`config.mk`:
```
export PLATFORM = sky130hd
export DESIGN_NAME = plane_renderer_flat
export DESIGN_NICKNAME = d
export VERILOG_FILES = /design/src/rtl/plane_pkg.sv /design/src/rtl/plane_renderer_if.sv /design/src/rtl/sprite_pixel_counter.sv /design/src/rtl/plane_renderer.sv /design/src/flat_wrapper.sv
export SDC_FILE = /design/constraint.sdc
export NUM_CORES = 1
export LEC_CHECK = 0
export CORE_UTILIZATION = 57
export DETAILED_ROUTE_END_ITERATION = 7
export PLACE_DENSITY = 0.86
export SLEW_MARGIN = 20
export SYNTH_ARGS = -nofsm -noshare
export SYNTH_HDL_FRONTEND = slang
export SYNTH_SLANG_ARGS = --single-unit
```
`constraint.sdc`:
```
create_clock -name clk -period 11.07 [get_ports clk]
set_input_delay 1.107 -clock clk [delete_from_list [all_inputs] [get_ports clk]]
set_output_delay 1.107 -clock clk [all_outputs]
set_load 0.05 [all_outputs]
```
`src/rtl/plane_pkg.sv`:
```
// plane_pkg: shared types and constants for the plane renderer.
// Holds the FSM state enum, opcodes, screen defaults and the sprite silhouette.
package plane_pkg;

  localparam int unsigned NUM_PLANES = 10;
  localparam int unsigned DEF_SCR_W  = 160;
  localparam int unsigned DEF_SCR_H  = 120;

  typedef enum logic [2:0] {
    IDLE  = 3'd0,
    SCAN  = 3'd1,
    DRAW  = 3'd2,
    CLEAR = 3'd3,
    DONE  = 3'd4
  } plane_state_e;

  typedef enum logic [1:0] {
    OP_NOP   = 2'b00,
    OP_ERASE = 2'b01,
    OP_DRAW  = 2'b10,
    OP_CLEAR = 2'b11
  } plane_op_e;

  // 4x4 silhouette, bit {y[1:0], x[1:0]}: nose row, wings, body, tail.
  localparam logic [15:0] PLANE_MASK = {4'b1110, 4'b0100, 4'b1111, 4'b0100};

  // Larger or smaller sprites sample the 4x4 silhouette scaled to their size.
  function automatic logic sprite_mask_bit(input logic [2:0] cx, input logic [2:0] cy,
                                           input int unsigned sprite_w);
    logic [1:0] mx;
    logic [1:0] my;
    case (sprite_w)
      8: begin
        mx = cx[2:1];
        my = cy[2:1];
      end
      2: begin
        mx = {cx[0], 1'b0};
        my = {cy[0], 1'b0};
      end
      default: begin
        mx = cx[1:0];
        my = cy[1:0];
      end
    endcase
    return PLANE_MASK[{my, mx}];
  endfunction

endpackage

```
`src/rtl/plane_renderer_if.sv`:
```
// plane_renderer_if: controller-side drive signals plus VGA pixel-write bus.
// start: enable_datapath is sampled only while busy=0; busy rises the next cycle,
// and done pulses for one cycle when busy falls; vga_we qualifies each pixel cycle.
interface plane_renderer_if;
  import plane_pkg::*;

  logic [79:0]  x_bus;
  logic [79:0]  y_bus;
  logic [9:0]   vis;
  logic [1:0]   op;
  logic         load_coord;
  logic         enable_datapath;
  logic         plot;
  logic [7:0]   vga_x;
  logic [6:0]   vga_y;
  logic [2:0]   vga_colour;
  logic         vga_we;
  logic         busy;
  logic         done;
  plane_state_e state;

  modport master (
    output x_bus, y_bus, vis, op, load_coord, enable_datapath, plot,
    input  vga_x, vga_y, vga_colour, vga_we, busy, done, state
  );

  modport slave (
    input  x_bus, y_bus, vis, op, load_coord, enable_datapath, plot,
    output vga_x, vga_y, vga_colour, vga_we, busy, done, state
  );

endinterface

```
`src/rtl/sprite_pixel_counter.sv`:
```
// sprite_pixel_counter: x-fastest raster counter with runtime limits and last flag.
// Serves both the sprite scan and the full-screen clear.
module sprite_pixel_counter (
  input  logic       clk,
  input  logic       reset_n,
  input  logic       init,
  input  logic       step,
  input  logic [7:0] lim_x,
  input  logic [6:0] lim_y,
  output logic [7:0] cx,
  output logic [6:0] cy,
  output logic       last
);

  assign last = (cx == lim_x) && (cy == lim_y);

  always_ff @(posedge clk or negedge reset_n) begin
    if (!reset_n) begin
      cx <= '0;
      cy <= '0;
    end else if (init) begin
      cx <= '0;
      cy <= '0;
    end else if (step) begin
      if (cx == lim_x) begin
        cx <= '0;
        cy <= (cy == lim_y) ? '0 : cy + 7'd1;
      end else begin
        cx <= cx + 8'd1;
      end
    end
  end

endmodule

```
`src/rtl/plane_renderer.sv`:
```
// plane_renderer: rasterises visible planes as square sprites into VGA pixel writes.
// Define PLANE_RENDER_MASK_EN to gate sprite pixels with the package silhouette.
module plane_renderer
  import plane_pkg::*;
#(
  parameter int unsigned SPRITE_W     = 4,
  parameter int unsigned SCR_W        = DEF_SCR_W,
  parameter int unsigned SCR_H        = DEF_SCR_H,
  parameter logic [2:0]  PLANE_COLOUR = 3'b111
) (
  input logic             clk,
  input logic             reset_n,
  plane_renderer_if.slave bus
);

  localparam logic [3:0] LAST_IDX = 4'(NUM_PLANES - 1);
  localparam logic [8:0] SCR_W9   = 9'(SCR_W);
  localparam logic [8:0] SCR_H9   = 9'(SCR_H);

  plane_state_e state;
  plane_op_e    op_q;
  logic [3:0]   idx;
  logic [79:0]  x_snap;
  logic [79:0]  y_snap;
  logic [9:0]   vis_snap;

  logic [7:0] cx;
  logic [6:0] cy;
  logic [7:0] lim_x;
  logic [6:0] lim_y;
  logic       cnt_init;
  logic       cnt_step;
  logic       cnt_last;
  logic [7:0] x_sel;
  logic [7:0] y_sel;
  logic [8:0] sum_x;
  logic [8:0] sum_y;
  logic       pix_on;

  assign bus.state = state;

  always_comb begin
    cnt_init = (state == IDLE) || (state == SCAN);
    cnt_step = (state == DRAW) || (state == CLEAR);
    if (op_q == OP_CLEAR) begin
      lim_x = 8'(SCR_W - 1);
      lim_y = 7'(SCR_H - 1);
    end else begin
      lim_x = 8'(SPRITE_W - 1);
      lim_y = 7'(SPRITE_W - 1);
    end
    x_sel = x_snap[{idx, 3'b000} +: 8];
    y_sel = y_snap[{idx, 3'b000} +: 8];
    // Sums are 9 bits so off-screen pixels clip instead of wrapping.
    sum_x = {1'b0, x_sel} + {1'b0, cx};
    sum_y = {1'b0, y_sel} + {2'b00, cy};
    pix_on = bus.plot && (sum_x < SCR_W9) && (sum_y < SCR_H9);
`ifdef PLANE_RENDER_MASK_EN
    pix_on = pix_on && sprite_mask_bit(cx[2:0], cy[2:0], SPRITE_W);
`endif
  end

  sprite_pixel_counter u_counter (
    .clk     (clk),
    .reset_n (reset_n),
    .init    (cnt_init),
    .step    (cnt_step),
    .lim_x   (lim_x),
    .lim_y   (lim_y),
    .cx      (cx),
    .cy      (cy),
    .last    (cnt_last)
  );

  always_ff @(posedge clk or negedge reset_n) begin
    if (!reset_n) begin
      state          <= IDLE;
      op_q           <= OP_NOP;
      idx            <= '0;
      x_snap         <= '0;
      y_snap         <= '0;
      vis_snap       <= '0;
      bus.vga_x      <= '0;
      bus.vga_y      <= '0;
      bus.vga_colour <= '0;
      bus.vga_we     <= 1'b0;
      bus.busy       <= 1'b0;
      bus.done       <= 1'b0;
    end else begin
      bus.vga_we <= 1'b0;
      bus.done   <= 1'b0;
      case (state)
        IDLE: begin
          if (bus.load_coord) begin
            x_snap   <= bus.x_bus;
            y_snap   <= bus.y_bus;
            vis_snap <= bus.vis;
          end
          if (bus.enable_datapath && (bus.op != OP_NOP)) begin
            op_q     <= plane_op_e'(bus.op);
            idx      <= '0;
            bus.busy <= 1'b1;
            state    <= (bus.op == OP_CLEAR) ? CLEAR : SCAN;
          end
        end
        SCAN: begin
          if (vis_snap[idx]) begin
            state <= DRAW;
          end else if (idx == LAST_IDX) begin
            state <= DONE;
          end else begin
            idx <= idx + 4'd1;
          end
        end
        DRAW: begin
          bus.vga_x      <= sum_x[7:0];
          bus.vga_y      <= sum_y[6:0];
          bus.vga_colour <= (op_q == OP_DRAW) ? PLANE_COLOUR : 3'b000;
          bus.vga_we     <= pix_on;
          if (cnt_last) begin
            if (idx == LAST_IDX) begin
              state <= DONE;
            end else begin
              idx   <= idx + 4'd1;
              state <= SCAN;
            end
          end
        end
        CLEAR: begin
          bus.vga_x      <= cx;
          bus.vga_y      <= cy;
          bus.vga_colour <= 3'b000;
          bus.vga_we     <= bus.plot;
          if (cnt_last) state <= DONE;
        end
        DONE: begin
          bus.done <= 1'b1;
          bus.busy <= 1'b0;
          state    <= IDLE;
        end
        default: state <= IDLE;
      endcase
    end
  end

endmodule

```
`src/flat_wrapper.sv`:
```
// flat-port wrapper written by rule: the top's interface ports become plain ports
module plane_renderer_flat import plane_pkg::*;
#(
  parameter int unsigned SPRITE_W     = 4,
  parameter int unsigned SCR_W        = DEF_SCR_W,
  parameter int unsigned SCR_H        = DEF_SCR_H,
  parameter logic [2:0]  PLANE_COLOUR = 3'b111
)
  (clk, reset_n, bus_x_bus, bus_y_bus, bus_vis, bus_op, bus_load_coord, bus_enable_datapath, bus_plot, bus_vga_x, bus_vga_y, bus_vga_colour, bus_vga_we, bus_busy, bus_done, bus_state);
  plane_renderer_if bus_i ();
  input logic clk;
  input logic reset_n;
  input wire logic [$bits(bus_i.x_bus)-1:0] bus_x_bus;
  input wire logic [$bits(bus_i.y_bus)-1:0] bus_y_bus;
  input wire logic [$bits(bus_i.vis)-1:0] bus_vis;
  input wire logic [$bits(bus_i.op)-1:0] bus_op;
  input wire logic [$bits(bus_i.load_coord)-1:0] bus_load_coord;
  input wire logic [$bits(bus_i.enable_datapath)-1:0] bus_enable_datapath;
  input wire logic [$bits(bus_i.plot)-1:0] bus_plot;
  output wire logic [$bits(bus_i.vga_x)-1:0] bus_vga_x;
  output wire logic [$bits(bus_i.vga_y)-1:0] bus_vga_y;
  output wire logic [$bits(bus_i.vga_colour)-1:0] bus_vga_colour;
  output wire logic [$bits(bus_i.vga_we)-1:0] bus_vga_we;
  output wire logic [$bits(bus_i.busy)-1:0] bus_busy;
  output wire logic [$bits(bus_i.done)-1:0] bus_done;
  output wire logic [$bits(bus_i.state)-1:0] bus_state;
  assign bus_i.x_bus = bus_x_bus;
  assign bus_i.y_bus = bus_y_bus;
  assign bus_i.vis = bus_vis;
  assign bus_i.op = bus_op;
  assign bus_i.load_coord = bus_load_coord;
  assign bus_i.enable_datapath = bus_enable_datapath;
  assign bus_i.plot = bus_plot;
  assign bus_vga_x = bus_i.vga_x;
  assign bus_vga_y = bus_i.vga_y;
  assign bus_vga_colour = bus_i.vga_colour;
  assign bus_vga_we = bus_i.vga_we;
  assign bus_busy = bus_i.busy;
  assign bus_done = bus_i.done;
  assign bus_state = bus_i.state;
  plane_renderer #(.SPRITE_W(SPRITE_W), .SCR_W(SCR_W), .SCR_H(SCR_H), .PLANE_COLOUR(PLANE_COLOUR)) u_core (.clk(clk), .reset_n(reset_n), .bus(bus_i));
endmodule
```
==> results.ini, run 1 <==
[run_status]
status = finished with violations
violations = DRC

[floorplan]
top_level_ports = 201
fp.dieH_um = 139
fp.dieW_um = 139
dieArea_um2 = 19200
rows = 49
fp.coreArea_um2 = 18100
initial_core_util = 0.587

[clocking]
htree_levels = 1
clkLatencyLatePin_ns = 0.52
cts_hold_buf = 0
cts.sinks = 213
cts_buffers = 23
cts_max_path_buffers = 3
cts_tree = done
ctsResizeCount = 0
cts_setup_buffers = 0
cts.reportedPaths.clkPinSlew_ns = 0.06
clockRootBuffer = clkbuf_16

[routing]
via_count = 7617
routed_wl_um = 27000
drtIter0Drc = 560
ant_nets = 0
dr.pass1.iters = 7
drc = 12
wire_per_inst_um = 21.6
vias_per_cell = 6.08

[worst_setup_path]
cp.arrival_ns = 4.72
critical_path.max_fanout = 39
critPathKind = reg2reg
crit_required_ns = 11.45
cp-end-kind = register
r2r_setup_slack_ns = 6.73
crit_path_start_kind = register

[power]
p_per_area_nw_per_um2 = 300
p_leak_nw = 5.54
ir_drop_mv = 0.151

[logic_synthesis]
synthFlopType = dfrtp_1
ys_seq_elements = 213
yosysSeqAreaShare = 0.502
yosysWarnings = 0
synth_top_area_frac = 0.502
synth.area.mux_share = 0.278
synth_area_leaders = dfrtp_1, mux2_2, mux4_2
synthArstFlopShare = 1.00
synth_xor_area_frac = 0.00989
yosysMostFrequentCell = dfrtp_1
synthAdderAreaFrac = 0.0261
synth_compound_area_frac = 0.0926
synth.largest_area_cell = dfrtp_1
syn_inst = 828
synthSimpleGateAreaFrac = 0.0655
syn_area_um2 = 10600
ys_types = 59
syn_nets = 1026
synth_enable_flop_cells = 0
avgSynthCellArea_um2 = 12.8
synth_top_family_by_area = multiplexers
synth_commonest_cells = dfrtp_1, mux2_2, nor2_1, nand2_1, mux4_2

[timing]
hold_viol_final = 0
fin_crit_ns = 4.34
grt_setup_unrepaired = no
fin_skew_ns = 0.0132
drv_slew = 0
worst_slew_pin_slew_ns = 0.994
setup_tns_ns = 0
relSlewSlack = 0.331
period_share = 0.392
setup_viol = 0
timing.fmax_mhz = 230

[global_route]
grt_pass1_vias = 8032
antenna_found_initial = 1
grt_pass1_wl_um = 43300
grt_max_degree = 82
grt_overflow = 0
track_usage = 0.292

[final_layout]
syn2layout_area_growth_pct = 27.2
nets = 1207
diodes = 0
drive_above_1_share = 0.272
final_cells = 1253

[placed_design]
port-buffer-count = 200
gp_congestion = 0.923
dp_hpwl_um = 19100
dpl.cell_count = 1213

[min_path]
holdCritPathClass = reg2reg

[run]
drv_cap = 0

## where the power goes
part           internal [W]  total (W)  leakage, nW  switching [W]
sequential          0.00116    0.00140         2.57       0.000248
clock              0.000459   0.000764        0.365       0.000304
combinational      0.000947    0.00189         2.60       0.000941
total               0.00256    0.00406         5.54        0.00149
## critical path: stages, from the launching register on
cell and delay, ns:
dfrtp_4 0.63, buf_4 0.60, mux4_2 0.60, a221oi_1 0.32, nor2_1 0.09, ha_1 0.23, fa_1 0.43, a211oi_1 0.48
o21ai_0 0.21, a31oi_1 0.18, a31oi_1 0.10, o211ai_1 0.19, o21ai_0 0.11
## metrics by stage
step	setup WS (ns)	utilization	area (µm²)	hold WS, ns	total power (W)
after floorplan	7.32	-	10600	0.475	0.00273
after global placement	6.82	0.705	12800	0.460	0.00321
after detailed placement	6.78	0.706	12800	0.470	0.00327
after CTS	6.72	0.747	13500	0.483	0.00406
after global routing	6.37	0.747	13500	0.500	0.00429
final	6.73	0.747	13500	0.477	0.00406
## final cells by class
cell class / count / area [µm²]
sequential: 213 / 5340
multi-input combinational: 550 / 5020
fill: 1190 / 4570
timing repair buffer: 210 / 2080
clock buffer: 36 / 664
tap: 229 / 287
clock inverter: 4 / 85.1
inverter: 11 / 41.3
## routing by layer
| layer | GRT usage | wire, µm | vias to the layer above |
|---|---|---|---|
| met4 | 0.0917 | 769 | 2 |
| met1 | 0.385 | 10900 | 3844 |
| met2 | 0.489 | 13500 | 281 |
| li1 | - | - | 3441 |
| met3 | 0.0572 | 1830 | 49 |
| met5 | 0 | 11 | - |
## path summary, 6_finish.rpt
kind	from	to	cells past startpoint
hold / removal	u_core.bus.busy$_DFFE_PN0P_	u_core.bus.busy$_DFFE_PN0P_	1
setup / recovery	u_core.idx[0]$_DFFE_PN0P_	u_core.bus.vga_we$_DFF_PN0_	12
hold reg to reg	u_core.bus.busy$_DFFE_PN0P_	u_core.bus.busy$_DFFE_PN0P_	1
min in group asynchronous	reset_n	u_core.bus.state[2]$_DFFE_PN0P_	1
setup reg to reg	u_core.idx[0]$_DFFE_PN0P_	u_core.bus.vga_we$_DFF_PN0_	12
max in group asynchronous	reset_n	u_core.x_snap[18]$_DFFE_PN0P_	3
## placed cells by master (no fill, tap or decap), drive strengths merged, types with 4 or more instances in the layout
cell           Yosys  layout
nor2              43      43
mux2i              9       9
clkdlybuf4s50      0     199
mux4              31      31
nor3               8       8
a22oi              4       4
a31oi              7       7
or2                4       4
o211ai             4       4
a21oi             30      30
or3                4       4
o21ai             30      30
a221oi            18      18
nor3b              4       4
inv               11      12
nand3             12      12
buf               26      10
dfrtp            213     213
nor4               5       5
clkbuf            28      37
nand4              4       4
xnor2              8       8
mux2             192     192
ha                19      19
nor2b             11      11
a211oi             8       8
nand2             38      38
xor2               4       4
a21o               9       9
## sequential cells by signal, indices dropped and copies added (netlist names), 2 cells and up
register             count
u_core.bus.state         3
u_core.bus.vga_x         8
u_core.bus.vga_y         7
u_core.idx               4
u_core.op_q              2
u_core.u_counter.cx      8
u_core.u_counter.cy      7
u_core.vis_snap         10
u_core.x_snap           80
u_core.y_snap           80
## cells by family (layout without fill, tap and decap cells)
group	after synthesis	count (layout)
flip-flops	213	213
AO/OA/AOI/OAI	140	140
multiplexers	232	232
XOR/XNOR	12	12
buffers and inverters	65	261
adder cells (fa/ha/maj)	21	21
AND/OR/NAND/NOR	145	145
No activity file was read; power rests on OpenSTA's default activity.
==> run 2, diff against run 1 <==
--- a/config.mk
+++ b/config.mk
@@ -5,9 +5,9 @@
 export SDC_FILE = /design/constraint.sdc
 export NUM_CORES = 1
 export LEC_CHECK = 0
-export CORE_UTILIZATION = 57
+export CORE_UTILIZATION = 53
 export DETAILED_ROUTE_END_ITERATION = 7
-export PLACE_DENSITY = 0.86
+export PLACE_DENSITY = 0.81
 export SLEW_MARGIN = 20
 export SYNTH_ARGS = -nofsm -noshare
 export SYNTH_HDL_FRONTEND = slang
==> constraint.sdc (replaced) <==
create_clock -name clk -period 4 [get_ports clk]
set_input_delay 0.4 -clock clk [delete_from_list [all_inputs] [get_ports clk]]
set_output_delay 0.4 -clock clk [all_outputs]
set_load 0.05 [all_outputs]
==> run 2 against run 1 <==
Compared with the run above:
- the run ends with hold timing left
- via count increased by 1.3%
- sequential power increased to 2.8 times the previous value
- utilization decreased by 4.6 points
- hold slack got worse by 0.50 ns
- non-clock buffer count increased by 20
- sequential cell count unchanged
- wire length increased by 1.5%
- clock power increased to 2.6 times the previous value
- register-to-register slack got worse by 6.5 ns
- first-iteration DRC count decreased by 3.2%
- critical path depth unchanged
- global-route usage decreased by 1.2 points
==> results.ini, run 2 (synthesis gave the netlist of run 1 again) <==
[clocking]
cts_tree = done
cts.reportedPaths.clkPinSlew_ns = 0.06  ; about the same
cts_max_path_buffers = 3  ; unchanged
cts.sinks = 213  ; unchanged
cts_hold_buf = 0  ; unchanged
htree_levels = 1  ; unchanged
clockRootBuffer = clkbuf_16
clkLatencyLatePin_ns = 0.51  ; about the same
cts_buffers = 23  ; unchanged

[floorplan]
rows = 51  ; +4.1%
top_level_ports = 201  ; unchanged
dieArea_um2 = 20600  ; +7.4%
fp.coreArea_um2 = 19500  ; +8.0%
fp.dieW_um = 144  ; +3.6%
fp.dieH_um = 144  ; +3.6%
initial_core_util = 0.544  ; -0.0433

[routing]
drtIter0Drc = 542  ; -3.2%
wire_per_inst_um = 20.9  ; -2.9%
routed_wl_um = 27400  ; +1.5%
vias_per_cell = 5.89  ; -3.2%
drc = 0  ; -12
dr.pass1.iters = 4  ; -3
via_count = 7718  ; +1.3%
ant_nets = 0  ; unchanged

[final_layout]
multi_input_area_um2 = 5020  ; about the same
mostFrequentLayoutCells = dfrtp_1, clkdlybuf4s50_1, mux2_2, nor2_1, nand2_1
final_cells = 1311  ; +4.6%
mostFrequentLayoutCell = dfrtp_1
regArea_um2 = 5340  ; unchanged
nets = 1227  ; +1.7%
largestRegisters = u_core.x_snap: 80 flops, u_core.y_snap: 80 flops, u_core.vis_snap: 10 flops
fin_util = 0.701  ; -0.0462
drive_above_1_share = 0.293  ; +0.0204
num-fill-cells = 1439  ; +21%
syn2layout_area_growth_pct = 28.9

[timing]
period_share = 0.951  ; +0.559
setup_tns_ns = 0  ; unchanged
grt_setup_unrepaired = no
drv_slew = 0  ; unchanged
worst_slew_pin_slew_ns = 0.916  ; -0.0780 ns
timing.hold.ws_ns = -0.0272  ; -0.504 ns
hold_viol_final = 23  ; +23
setup_viol = 0  ; unchanged
timing.fmax_mhz = 263  ; +14%
relSlewSlack = 0.389  ; +0.0581
fin_crit_ns = 3.80  ; -0.537 ns
fin_skew_ns = 0.0206  ; +0.00742 ns

[placed_design]
dp_hpwl_um = 19900  ; +3.9%
gp_congestion = 0.873  ; -5.4%
port-buffer-count = 200  ; unchanged
dpl.cell_count = 1262  ; +4.0%

[global_route]
antenna_found_initial = 1  ; unchanged
grt_pass1_vias = 8038  ; +0.075%
grt_overflow = 0  ; unchanged
track_usage = 0.279  ; -0.0122
grt_max_degree = 103  ; +26%
grt_pass1_wl_um = 43700  ; +0.94%

[worst_setup_path]
critical-path-max-stage-delay_ns = 0.52  ; -0.11 ns
crit_buf_inv = 1  ; unchanged
r2r_cells = 12  ; unchanged
cp_cell_sequence = buf_4 -> mux4_2 -> a221oi_1 -> nor2_1 -> ha_1 -> fa_1 -> a211oi_1 -> o21ai_0 -> a31oi_1 -> a31oi_1 -> o211ai_1 -> o21ai_0
reg2reg_to = u_core.bus.vga_we$_DFF_PN0_
critPathKind = reg2reg
r2r_start = u_core.idx[0]$_DFFE_PN0P_
crit_path_start_kind = register
cp_top_family = compound AO/OA/AOI/OAI gates
cpMaxStageDelayCell = dfrtp_4
r2r_setup_slack_ns = 0.20  ; -6.53 ns
cp.arrival_ns = 4.17  ; -0.55 ns
critical_path.max_fanout = 12  ; -69%
crit_required_ns = 4.37  ; -7.08 ns
cp-end-kind = register

[power]
p_leak_nw = 5.62  ; +1.6%
ir_drop_mv = 0.372  ; +150%
p_int_w = 0.00706  ; +180%
seqPwrFrac = 0.349  ; +0.003
power_frac_comb = 0.475  ; +0.009
clock_power_share = 0.177  ; -0.011
swShare = 0.371  ; +0.00276
p_per_area_nw_per_um2 = 820  ; +170%
p_sw_w = 0.00417  ; +180%

[run_status]
status = finished with violations
violations = hold timing

[min_path]
holdCritPathClass = in2async

[run]
drv_cap = 0  ; unchanged

[run 2: cell count changes in the layout (fill, tap and decap cells not counted), sizes merged]
cell	before	now
buf	10	30
bufinv	2	0
clkbuf	37	31
clkinv	1	7
clkinvlp	0	3
diode	0	1
[run 2: worst max path at each step]
stage | start | end | slack [ns] | cells after the start
floorplan | u_core.idx[0]$_DFFE_PN0P_ | u_core.bus.vga_we$_DFF_PN0_ | 0.25 | 14
global placement | u_core.idx[0]$_DFFE_PN0P_ | u_core.bus.vga_we$_DFF_PN0_ | 0.28 | 12
detailed placement | u_core.idx[0]$_DFFE_PN0P_ | u_core.bus.vga_we$_DFF_PN0_ | 0.18 | 12
CTS | u_core.idx[0]$_DFFE_PN0P_ | u_core.bus.vga_we$_DFF_PN0_ | 0.14 | 12
global route | u_core.idx[0]$_DFFE_PN0P_ | u_core.bus.vga_we$_DFF_PN0_ | 0.02 | 12
finish | u_core.idx[0]$_DFFE_PN0P_ | u_core.bus.vga_we$_DFF_PN0_ | 0.20 | 12
[run 2: metal layers]
layer,up-vias,share of wire,global-route usage
met1,3899,0.43,0.379
li1,3490,-,-
met3,64,0.060,0.0520
met4,0,0.036,0.105
met2,265,0.48,0.448
met5,-,0,0
[run 2: through the flow]
| stage | setup slack, ns | power, W | instance area (µm²) |
|---|---|---|---|
| finish | 0.196 | 0.0112 | 13700 |
| global route | 0.0161 | 0.0119 | 13700 |
| global placement | 0.277 | 0.00902 | 12900 |
| detailed placement | 0.183 | 0.00915 | 12900 |
| CTS | 0.144 | 0.0112 | 13600 |
| floorplan | 0.255 | 0.00756 | 10600 |
[run 2: final cells by class]
| class | instances | share of cell area |
|---|---|---|
| clock buffer | 30 | 0.0469 |
| antenna | 1 | 0.000183 |
| clock inverter | 11 | 0.00484 |
| multi-input combinational | 550 | 0.367 |
| inverter | 11 | 0.00302 |
| timing repair buffer | 230 | 0.164 |
| sequential | 213 | 0.390 |
| tap | 265 | 0.0242 |
[run 2: power groups by stage]
stage	Clock, W	Sequential (W)	Combinational (W)
2_1_floorplan	0	0.00391	0.00365
3_3_place_gp	0	0.00390	0.00512
3_5_place_dp	0	0.00394	0.00521
4_1_cts	0.00202	0.00391	0.00526
5_1_grt	0.00211	0.00403	0.00579
6_report	0.00198	0.00391	0.00533
[run 2: repair_timing]
action                                  CTS  global route
setup buffers                             0             7
endpoints found under the setup margin    0             1
resized for setup                         0             2
endpoints found under the hold margin     0             0
